===== config.mk =====
export PLATFORM = sky130hd
export DESIGN_NAME = score_keeper
export DESIGN_NICKNAME = d
export VERILOG_FILES = /design/src/rtl/score_pkg.sv /design/src/rtl/sat_add.sv /design/src/rtl/score_keeper.sv
export SDC_FILE = /design/constraint.sdc
export NUM_CORES = 1
export LEC_CHECK = 0
export ABC_AREA = 1
export CAP_MARGIN = 30
export CORE_MARGIN = 10
export CORE_UTILIZATION = 46
export CTS_CLUSTER_DIAMETER = 40
export DETAILED_ROUTE_END_ITERATION = 10
export GPL_TIMING_DRIVEN = 0
export PLACE_DENSITY = 0.87
export SYNTH_ARGS = -nofsm -noshare
export SYNTH_HDL_FRONTEND = slang
export SYNTH_SLANG_ARGS = --single-unit

===== constraint.sdc =====
create_clock -name clk -period 1.6 [get_ports clk]
set_input_delay 0.32 -clock clk [delete_from_list [all_inputs] [get_ports clk]]
set_output_delay 0.32 -clock clk [all_outputs]
set_load 0.02 [all_outputs]

===== src/rtl/score_pkg.sv =====
// Shared game-state encoding and default configuration for the score keeper.
// No backpressure or timing of its own: types and constants only.
package score_pkg;

    typedef enum logic [1:0] {
        IDLE   = 2'd0,
        PLAY   = 2'd1,
        COMMIT = 2'd2,
        OVER   = 2'd3
    } state_t;

    localparam int DEF_WIDTH      = 8;
    localparam int DEF_DW         = 4;
    localparam int DEF_STREAK_LEN = 4;
    localparam int DEF_BONUS      = 2;

endpackage


===== src/rtl/sat_add.sv =====
// Unsigned saturating adder, purely combinational (zero latency).
// No backpressure: output follows inputs; clipped flags a sum pinned at all-ones.
module sat_add #(
    parameter int WIDTH = 8
) (
    input  logic [WIDTH-1:0] a,
    input  logic [WIDTH-1:0] b,
    output logic [WIDTH-1:0] sum,
    output logic             clipped
);

    logic [WIDTH:0] full_sum;

    always_comb begin
        full_sum = {1'b0, a} + {1'b0, b};
        clipped  = full_sum[WIDTH];
        sum      = clipped ? {WIDTH{1'b1}} : full_sum[WIDTH-1:0];
    end

endmodule


===== src/rtl/score_keeper.sv =====
// Game score FSM (IDLE/PLAY/COMMIT/OVER), registered outputs; HI/NEW_HI settle within two edges of END.
// No backpressure: event pulses sampled every cycle; streak bonus only with SCORE_KEEPER_STREAK_BONUS_EN.
module score_keeper
    import score_pkg::*;
#(
    parameter int WIDTH      = DEF_WIDTH,
    parameter int DW         = DEF_DW,
    parameter int STREAK_LEN = DEF_STREAK_LEN,
    parameter int BONUS      = DEF_BONUS
) (
    input  logic             clk,
    input  logic             CLR,
    input  logic             START,
    input  logic             END,
    input  logic             LD,
    input  logic             MISS,
    input  logic [DW-1:0]    D,
    output logic [WIDTH-1:0] Q,
    output logic [WIDTH-1:0] HI,
    output logic             SAT,
    output logic             NEW_HI,
    output logic             PLAYING
);

    state_t           state_q, state_d;
    logic [WIDTH-1:0] score_q, score_d;
    logic [WIDTH-1:0] hi_q, hi_d;
    logic             sat_q, sat_d;
    logic             new_hi_q, new_hi_d;
    logic             playing_q, playing_d;

    logic             game_start;
    logic [WIDTH-1:0] pts_ext;
    logic [WIDTH-1:0] bonus_amt;
    logic [WIDTH-1:0] pts_sum, total_sum;
    logic             pts_clip, bonus_clip;

    assign game_start = START && (state_q == IDLE || state_q == OVER);
    assign pts_ext    = WIDTH'(D);

    // Two chained saturating adds equal one saturating add of D+BONUS,
    // and keep D+BONUS itself from wrapping.
    sat_add #(.WIDTH(WIDTH)) u_add_pts (
        .a       (score_q),
        .b       (pts_ext),
        .sum     (pts_sum),
        .clipped (pts_clip)
    );

    sat_add #(.WIDTH(WIDTH)) u_add_bonus (
        .a       (pts_sum),
        .b       (bonus_amt),
        .sum     (total_sum),
        .clipped (bonus_clip)
    );

`ifdef SCORE_KEEPER_STREAK_BONUS_EN
    logic [3:0] streak_q, streak_d;
    logic       bonus_hit;

    assign bonus_hit = LD && !MISS && (streak_q == 4'(STREAK_LEN - 1));
    assign bonus_amt = bonus_hit ? WIDTH'(BONUS) : '0;

    always_comb begin
        streak_d = streak_q;
        if (game_start) begin
            streak_d = '0;
        end else if (state_q == PLAY) begin
            if (MISS || bonus_hit) begin
                streak_d = '0;
            end else if (LD) begin
                streak_d = streak_q + 4'd1;
            end
        end
    end

    always_ff @(posedge clk) begin
        if (CLR) begin
            streak_q <= '0;
        end else begin
            streak_q <= streak_d;
        end
    end
`else
    logic unused_cfg;

    assign bonus_amt  = '0;
    assign unused_cfg = MISS ^ (STREAK_LEN > 0) ^ (BONUS > 0);
`endif

    always_comb begin
        state_d  = state_q;
        score_d  = score_q;
        hi_d     = hi_q;
        sat_d    = sat_q;
        new_hi_d = new_hi_q;

        case (state_q)
            IDLE, OVER: begin
                if (START) begin
                    state_d  = PLAY;
                    score_d  = '0;
                    sat_d    = 1'b0;
                    new_hi_d = 1'b0;
                end
            end
            PLAY: begin
                if (LD) begin
                    score_d = total_sum;
                    if (pts_clip || bonus_clip) begin
                        sat_d = 1'b1;
                    end
                end
                if (END) begin
                    state_d = COMMIT;
                end
            end
            COMMIT: begin
                // A tie with the standing high score is not a new high.
                if (score_q > hi_q) begin
                    hi_d     = score_q;
                    new_hi_d = 1'b1;
                end else begin
                    new_hi_d = 1'b0;
                end
                state_d = OVER;
            end
            default: begin
                state_d = IDLE;
            end
        endcase

        playing_d = (state_d == PLAY);
    end

    always_ff @(posedge clk) begin
        if (CLR) begin
            state_q   <= IDLE;
            score_q   <= '0;
            hi_q      <= '0;
            sat_q     <= 1'b0;
            new_hi_q  <= 1'b0;
            playing_q <= 1'b0;
        end else begin
            state_q   <= state_d;
            score_q   <= score_d;
            hi_q      <= hi_d;
            sat_q     <= sat_d;
            new_hi_q  <= new_hi_d;
            playing_q <= playing_d;
        end
    end

    assign Q       = score_q;
    assign HI      = hi_q;
    assign SAT     = sat_q;
    assign NEW_HI  = new_hi_q;
    assign PLAYING = playing_q;

endmodule

=== After elaboration in Yosys (flattened, before gate mapping) ===
Cells that the tools add are included.

* $add $sub $neg: 1
* Order comparisons: 1
* Equal/unequal tests: 7
* Muxes and demuxes: 13
* Reduce and logical (&&, ||, !) cells: 8

{| class="wikitable"
|+ Operators by type and width
! cell !! count
|-
| 8-bit two-way mux || 3
|-
| 8-bit one-hot mux with 2 select lines || 1
|-
| 8-bit by 4-bit adder with 9-bit output || 1
|-
| 8-bit greater-than comparator || 1
|-
| 2-bit one-hot mux with 3 select lines || 1
|-
| 2-bit by 1-bit equality test with 1-bit output, second input constant || 2
|-
| 2-bit equality test, second input constant || 2
|-
| 1-bit two-way mux || 4
|-
| 2-bit two-way mux || 2
|-
| 2-bit != test, second input constant || 2
|-
| 1-bit one-hot mux with 2 select lines || 2
|-
| 2-bit AND reduction || 2
|-
| 4-bit AND reduction || 1
|-
| 2-bit nonzero test || 2
|-
| 3-bit AND reduction || 1
|-
| 2-bit logical NOT || 1
|-
| 2-bit by 1-bit != test with 1-bit output, second input constant || 1
|-
| 2-bit OR reduction || 1
|}

* Bits in registers: 21
* Logic and storage cells: 36

=== Logic depth before layout (Yosys ltp) ===
Gate-level depths: netlist of run 1.

* Depth in word-level cells: 4
* Gate-level depth with buffers: 13
* Depth with buffers taken out: 12

=== By module ===
Synthesis of run 1 repeated with hierarchy kept, for this count alone.

* Cell total of the unflattened synthesis: 305
* Area total of the unflattened synthesis: 2058.2 um2

{| class="wikitable"
|+ Modules (own cells, without submodules)
! module !! instances !! cells each !! area each (um2) !! sequential area each (um2)
|-
| score_keeper || 1 || 151 || 1217.4 || 420.4
|-
| sat_add || 2 || 77 || 420.4 || 0.0
|}

=== Worst setup path after synthesis of run 1 ===
No wires, ideal clock.

* Path kind: reg-to-reg
* From: register score_q[0] (netlist: Q[0])
* To: register score_q[7] (netlist: Q[7])
* Data arrival time: 1.566 ns
* Slack: -0.080 ns
* Stages on the path, launching flop included: 9
* Buffers on the path: 0
* Cell sequence: dfxtp_1 -> ha_1 -> fa_1 -> nand3_1 -> nand3_1 -> nand3_1 -> nand2_1 -> a21oi_1 -> nor2_1

* Cells in the longest elaborated chain, start to end: 4

{| class="wikitable"
|+ RTL lines
! what !! RTL line !! RTL
|-
| start, declared || score_keeper.sv:26 || <nowiki>logic [WIDTH-1:0] score_q, score_d;</nowiki>
|-
| start signal, assigned || score_keeper.sv:146 || <nowiki>score_q <= score_d;</nowiki>
|-
| 8-bit by 4-bit adder with 9-bit output || sat_add.sv:15 || <nowiki>full_sum = {1'b0, a} + {1'b0, b};</nowiki>
|-
| 8-bit two-way mux || sat_add.sv:17 || <nowiki>sum = clipped ? {WIDTH{1'b1}} : full_sum[WIDTH-1:0];</nowiki>
|-
| 8-bit two-way mux || score_keeper.sv:108 || <nowiki>if (LD) begin</nowiki>
|-
| 8-bit one-hot mux with 2 select lines || score_keeper.sv:98 || <nowiki>case (state_q)</nowiki>
|}

Every way passes these cells. The select of a mux whose other input is x is not followed.
A chain may end at the register's enable or synchronous reset.

=== Worst setup path in the final report of run 1 ===
* From: register hi_q[7] (netlist: HI[7])
* To: register hi_q[3] (netlist: HI[3])

* Cells in the longest elaborated chain, start to end: 2

{| class="wikitable"
|+ RTL lines
! what !! RTL line !! RTL
|-
| start, declared || score_keeper.sv:27 || <nowiki>logic [WIDTH-1:0] hi_q, hi_d;</nowiki>
|-
| start signal, assigned || score_keeper.sv:147 || <nowiki>hi_q <= hi_d;</nowiki>
|-
| 8-bit greater-than comparator || score_keeper.sv:120 || <nowiki>if (score_q > hi_q) begin</nowiki>
|-
| 2-bit AND reduction (no source line) || n/a ||
|}

Every way passes these cells.

==> results.cfg, run 1 <==
[status]
status = complete, no violations

[route]
routed_via_density = 4.89
met2_length_mm = 1.69
final_antenna_net_count = 0
vias = 1446
drt_first_iter_violations = 84
wl_met3_um = 242
highest-signal-layer = met4
wl_per_cell_um = 11.8
detail_route.first_pass.iterations = 4
drt-total-wl_mm = 3.49
drc = 0
drt-met1-wl_mm = 1.54

[finish]
area_growth_pct = 39.8
antenna_cells = 0
finalNetCount = 278
utilization_pct = 66.4
layoutNonFillerInstCount = 296
layout-drive-gt1-share_pct = 27.0

[synthesis]
ys_warn_count = 0
syn-cell-area_um2 = 1440
mappedNetlistNets = 236
post_synth_inst_count = 211
number_of_storage_elements_in_the_synthesis_netlist = 21
synth_sequential_area_ratio_pct = 29.2
ys_types = 28
syn-mean-instance-area_um2 = 6.82

[power_and_ir_drop]
power_per_cell_area_nw_per_um2 = 1720
leakage_nw = 1.01
finalPower_mw = 3.47
ir_worst_vdd_mv = 1.21

[placement]
finalWeightedCongestion = 0.779
port-buffer-count = 26
place.detailed.instances = 281
dpl.hpwl_mm = 2.53
post-place-ws_ns = -0.524

[global_route]
grt_start_max_net_pins = 12
global_route.overflow_total = 0
number_of_antenna_violations_at_the_first_check_in_global_routing = 0
grt_pass1_wl_mm = 5.59
grt_util_all_layers_pct = 11.0
first_global_vias = 1324

[clocking]
cts.root.buffer_cell = sky130_fd_sc_hd__clkbuf_4
tritoncts.num_buffers = 3
clock_latency_ns = 0.31
maximum_root_to_sink_buffer_count = 2
cts_tree = built
cts.reportedPaths.clkPinSlew_ns = 0.12
clock_sink_count = 21
cts.htree.levels = 1

[flow_run]
max_cap_violations = 0

[worst_setup_path]
r2r_end = HI[3]$_SDFFE_PP0P_
timing.critical_path.from_type = register
critical_path.n_buffers_inverters = 2
critPathMaxFanout = 5
critPathLaunch = HI[7]$_SDFFE_PP0P_
worst_r2r_path_depth = 9
timing.critical_path.cells = inv_1 -> ha_1 -> nand2_2 -> a21oi_2 -> nor2_4 -> nand2_4 -> clkbuf_16 -> a21oi_1 -> nor2_1
crit_required_ns = 1.82
worst_path_dominant_cell_family = simple AND/OR/NAND/NOR gates
worstReg2RegStart = HI[7]$_SDFFE_PP0P_
crit_path_max_cell_delay_ns = 0.37
critical_path.endpoint_type = register
path_class = register to register
critical_path.slowest_cell = sky130_fd_sc_hd__dfxtp_2
arrival_ns = 1.79
worst_r2r_setup_slack_ns = 0.02

[hold_path]
worstHoldPathType = primary input to register
timing.hold.worst.start = CLR
worst_hold_path.endpoint = Q[3]$_SDFFE_PP0P_
worstHoldPathCells = 2

[timing]
finalSetupViolCount = 0
layout_worst_path_cycle_share_pct = 98.6
finalMaxSlewViolations = 0
final_period_minus_worst_setup_slack_ns = 1.58
fmaxAchievable_ghz = 0.634
finalHoldViolCount = 0
timing.hold.ws_ns = 0.297
setup_ws_ns = 0.0222
rsz0062_at_grt = true
slew_headroom_pct = 82.7
timing_worst_slew_pin_value_ns = 0.260
fin_worst_skew_ns = 0.00758

[die]
floorplan.die_area_um2 = 5770
start_util_pct = 47.5
placeableCoreArea_um2 = 3030
die_w_um = 75.9
floorplan.die.height_um = 75.9
core.rowCount = 20
io-pin-count = 29
==> final cells by class <==
cell class                      count  area (um^2)
Multi-Input combinational cell    149          963
Inverter                           38          145
Fill cell                         270         1020
Sequential cell                    21          444
Buffer                              4         36.3
Tap cell                           44         55.1
Clock buffer                        4         26.3
Timing Repair Buffer               36          342
==> worst register-to-register path, delay by kind of cell (launching register included) <==
family,cells,cell delay (ns)
AOI/OAI and AO/OA,2,0.18
adders and majority gates,1,0.30
buffers and inverters,2,0.22
DFF,1,0.37
and+or+nand+nor,4,0.42
==> flip-flops by register name, indices dropped and copies added, names as in the netlist <==
name,count
Q,8
NEW_HI,1
state_q,2
PLAYING,1
SAT,1
HI,8
==> metal layers <==
layer  up-vias  track usage (%)
met1       653             12.6
met2        40             19.2
met4         0             1.14
li1        749                -
met5         -                0
met3         4             4.60
==> report_power, final <==
| part | internal [mW] | switching [mW] | leakage [nW] |
|---|---|---|---|
| clock network | 0.0974 | 0.166 | 0.0150 |
| logic | 1.12 | 1.35 | 0.819 |
| registers | 0.648 | 0.0923 | 0.178 |
==> worst max path at each step <==
stage	endpoint	cells past startpoint
2_1_floorplan	HI[0]$_SDFFE_PP0P_	8
5_1_grt	HI[1]$_SDFFE_PP0P_	10
3_5_place_dp	Q[7]$_SDFFE_PP0P_	9
4_1_cts	NEW_HI	1
6_report	HI[3]$_SDFFE_PP0P_	9
3_3_place_gp	Q[7]$_SDFFE_PP0P_	9
==> repair_timing <==
action | in CTS | in global routing
cloned | 0 | 2
gates resized for setup | 27 | 33
endpoints found under the setup margin | 34 | 22
hold buffers | 0 | 0
pin swaps | 6 | 8
buffers inserted | 4 | 6
==> per-stage QoR <==
stage | area, um^2 | setup TNS [ns]
after detailed placement | 1760 | -4.27
after global placement | 1760 | -3.96
after floorplan | 1450 | 0
after global routing | 2010 | -0.417
after CTS | 1830 | 0
final | 2010 | 0
==> kinds of logic (layout without fill, tap and decap cells) <==
group / after synthesis / count (layout) / synth area share (%)
flip-flops: 21 / 21 / 29.2
AND/OR/NAND/NOR: 102 / 103 / 32.9
buffers and inverters: 42 / 82 / 11.9
adder cells (fa/ha/maj): 15 / 15 / 13.6
AO/OA/AOI/OAI: 31 / 31 / 12.4
==> synth_stat cells <==
| master | n | area [um^2] |
|---|---|---|
| sky130_fd_sc_hd__inv_2 | 2 | 7.51 |
| sky130_fd_sc_hd__nor2_1 | 13 | 48.8 |
| sky130_fd_sc_hd__buf_6 | 1 | 11.3 |
| sky130_fd_sc_hd__ha_1 | 14 | 175 |
| sky130_fd_sc_hd__o21ai_0 | 3 | 15.0 |
| sky130_fd_sc_hd__nand3_4 | 1 | 17.5 |
| sky130_fd_sc_hd__fa_1 | 1 | 20.0 |
| sky130_fd_sc_hd__buf_4 | 1 | 7.51 |
| sky130_fd_sc_hd__a31oi_1 | 1 | 6.26 |
| sky130_fd_sc_hd__nor2_2 | 3 | 18.8 |
| sky130_fd_sc_hd__buf_2 | 2 | 10.0 |
| sky130_fd_sc_hd__nand3b_1 | 1 | 7.51 |
| sky130_fd_sc_hd__a21oi_2 | 1 | 8.76 |
| sky130_fd_sc_hd__a21oi_4 | 1 | 16.3 |
| sky130_fd_sc_hd__nand3_2 | 1 | 10.0 |
| sky130_fd_sc_hd__nand2_4 | 1 | 11.3 |
| sky130_fd_sc_hd__nor3_1 | 1 | 5.00 |
| sky130_fd_sc_hd__a21o_1 | 1 | 7.51 |
| sky130_fd_sc_hd__nand3_1 | 18 | 90.1 |
| sky130_fd_sc_hd__and2_1 | 1 | 6.26 |
| sky130_fd_sc_hd__dfxtp_1 | 21 | 420 |
| sky130_fd_sc_hd__o211ai_1 | 2 | 15.0 |
| sky130_fd_sc_hd__a21oi_1 | 22 | 110 |
| sky130_fd_sc_hd__inv_1 | 36 | 135 |
| sky130_fd_sc_hd__nor2_4 | 1 | 11.3 |
| sky130_fd_sc_hd__nand2_1 | 54 | 203 |
| sky130_fd_sc_hd__nand2_2 | 6 | 37.5 |
| sky130_fd_sc_hd__or2_2 | 1 | 6.26 |
==> layout by cell type (no fill, tap or decap), drive strengths merged <==
| cell | count |
|---|---|
| a21o | 1 |
| fa | 1 |
| dlygate4sd2 | 17 |
| nor3 | 1 |
| inv | 38 |
| dlymetal6s2s | 4 |
| or2 | 1 |
| a31oi | 1 |
| o211ai | 2 |
| ha | 14 |
| o21ai | 3 |
| nand3b | 1 |
| a21oi | 24 |
| nand2 | 62 |
| clkbuf | 5 |
| nand3 | 20 |
| clkdlybuf4s50 | 5 |
| nor2 | 17 |
| and2 | 1 |
| buf | 13 |
| dfxtp | 21 |
Note: power is estimated with default switching activity, not from simulation.
==> run 2, diff against run 1 <==
CAP_MARGIN = 20   (was 30)
CORE_UTILIZATION = 51   (was 46)
PLACE_DENSITY = 0.91   (was 0.87)
TNS_END_PERCENT = 50   (was default)
clock period = 1.52 ns   (was 1.6 ns; I/O delays follow)
==> run 2 against run 1 <==
  * Global-route usage grew 1.8 points
  * Flip-flop and latch count is the same
  * Die area down 7.3%
  * Largest cell class unchanged
  * The flow now finishes with violations (setup timing)
  * Largest power group unchanged
==> results.cfg, run 2 (synthesis gave the netlist of run 1 again) <==
[status]
status = finished with violations
failed_checks = setup timing

[clocking]
ctsHoldBuffers = 0
clock_sink_count = 21
cts_tree = built
cts.reportedPaths.clkPinSlew_ns = 0.12
clock_latency_ns = 0.31
cts.root.buffer_cell = sky130_fd_sc_hd__clkbuf_4
tritoncts.num_buffers = 3
maximum_root_to_sink_buffer_count = 2
cts.htree.levels = 1

[finish]
layout_commonest_cell = sky130_fd_sc_hd__nand2_1
layoutNonFillerInstCount = 279
area_growth_pct = 40.5
layout.filler_cells = 211
post-route-cell-area_um2 = 2020
antenna_cells = 0
finalNetCount = 274
layout-drive-gt1-share_pct = 29.8
utilization_pct = 74.0
most-common-layout-cells = sky130_fd_sc_hd__nand2_1, sky130_fd_sc_hd__inv_1, sky130_fd_sc_hd__dlygate4sd2_1

[worst_setup_path]
critical_path.n_buffers_inverters = 0
worst_path_dominant_cell_family = adder cells
critical_path.slowest_cell = sky130_fd_sc_hd__dfxtp_4
timing.critical_path.cells = ha_4 -> fa_2 -> nand3_2 -> nand3_4 -> nand2_1 -> nand2_1 -> nand2_1 -> nand2_1 -> a21oi_1
critPathMaxFanout = 6
path_common_cell = sky130_fd_sc_hd__nand2_1
crit_path_max_cell_delay_ns = 0.38
critical_path.endpoint_type = register
arrival_ns = 1.80
path_class = register to register
crit_required_ns = 1.76
timing.critical_path.from_type = register

[route]
drt-total-wl_mm = 3.88
detail_route.first_pass.iterations = 4
drt_first_iter_violations = 87
wl_per_cell_um = 13.9
drc = 0
routed_via_density = 5.25
vias = 1465
final_antenna_net_count = 0

[die]
io-pin-count = 29
placeableCoreArea_um2 = 2730
core.rowCount = 19
floorplan.die.height_um = 73.1
start_util_pct = 52.6
floorplan.die_area_um2 = 5350
die_w_um = 73.1

[global_route]
grt_pass1_wl_mm = 5.79
global_route.overflow_total = 0
grt_util_all_layers_pct = 12.9
first_global_vias = 1402
grt_start_max_net_pins = 12
number_of_antenna_violations_at_the_first_check_in_global_routing = 0

[timing]
finalSetupViolCount = 8
final_period_minus_worst_setup_slack_ns = 1.55
setup_ws_ns = -0.0338
slew_headroom_pct = 82.0
timing_worst_slew_pin_value_ns = 0.269
finalHoldViolCount = 0
layout_worst_path_cycle_share_pct = 102
fin_worst_skew_ns = 0.00193
rsz0062_at_grt = true
finalMaxSlewViolations = 0
fmaxAchievable_ghz = 0.644

[placement]
dpl-instance-area_um2 = 1770
place.detailed.instances = 268
dpl.hpwl_mm = 2.66
port-buffer-count = 26
post-place-ws_ns = -0.529
finalWeightedCongestion = 0.771

[flow_run]
max_cap_violations = 0

[power_and_ir_drop]
finalPower_mw = 3.43
power_per_cell_area_nw_per_um2 = 1700
leakage_nw = 0.954
ir_worst_vdd_mv = 1.64

[hold_path]
worstHoldPathType = primary input to register
run 2: worst reg2reg max path, delay by kind of cell (launching register included):
family | cells | cell delay (ns)
AOI/OAI and AO/OA | 1 | 0.13
adders and majority gates | 2 | 0.55
DFF | 1 | 0.38
and+or+nand+nor | 6 | 0.43
run 2: final timing paths:
check	startpoint	slack, ns	end	cells past startpoint
max reg2reg	Q[0]$_SDFFE_PP0P_	-0.03	Q[6]$_SDFFE_PP0P_	9
min	CLR	0.28	Q[3]$_SDFFE_PP0P_	2
min reg2reg	SAT$_SDFFE_PP0P_	0.46	SAT$_SDFFE_PP0P_	2
max	Q[0]$_SDFFE_PP0P_	-0.03	Q[6]$_SDFFE_PP0P_	9
run 2: layout make-up:
type / instances / area (um^2) / area share (%)
clock buffer: 4 / 26.3 / 1.30
tap: 31 / 38.8 / 1.92
inverter: 38 / 145 / 7.18
timing repair buffer: 33 / 295 / 14.6
sequential: 21 / 453 / 22.4
multi-input combinational: 148 / 1030 / 51.0
buffer: 4 / 32.5 / 1.61
run 2: power by group:
part           total, mW  internal [mW]  leakage (nW)  switching [mW]
clock network      0.274          0.102        0.0150           0.172
registers          0.792          0.680         0.180           0.112
logic               2.36           1.01         0.760            1.35
run 2: through the flow:
step / hold slack [ns] / TNS [ns]
CTS: 0.289 / -0.0646
floorplan: 0.507 / -0.000848
finish: 0.279 / -0.133
detailed placement: 0.448 / -4.57
global placement: 0.442 / -4.06
global route: 0.300 / -1.21
run 2: what timing repair did:
action,CTS,global route
cloned,0,1
endpoints found under the setup margin,37,18
resized for setup,35,25
setup buffers,2,4
pin swaps,14,7
hold endpoints to repair,0,0
run 2: routing by layer:
layer  track usage [%]  wire length [um]  part of all wire, %
met5                 0                 0                    0
met4              2.32                21                 0.54
met3              3.54               186                  4.8
met2              24.3              1990                   51
met1              13.9              1670                   43
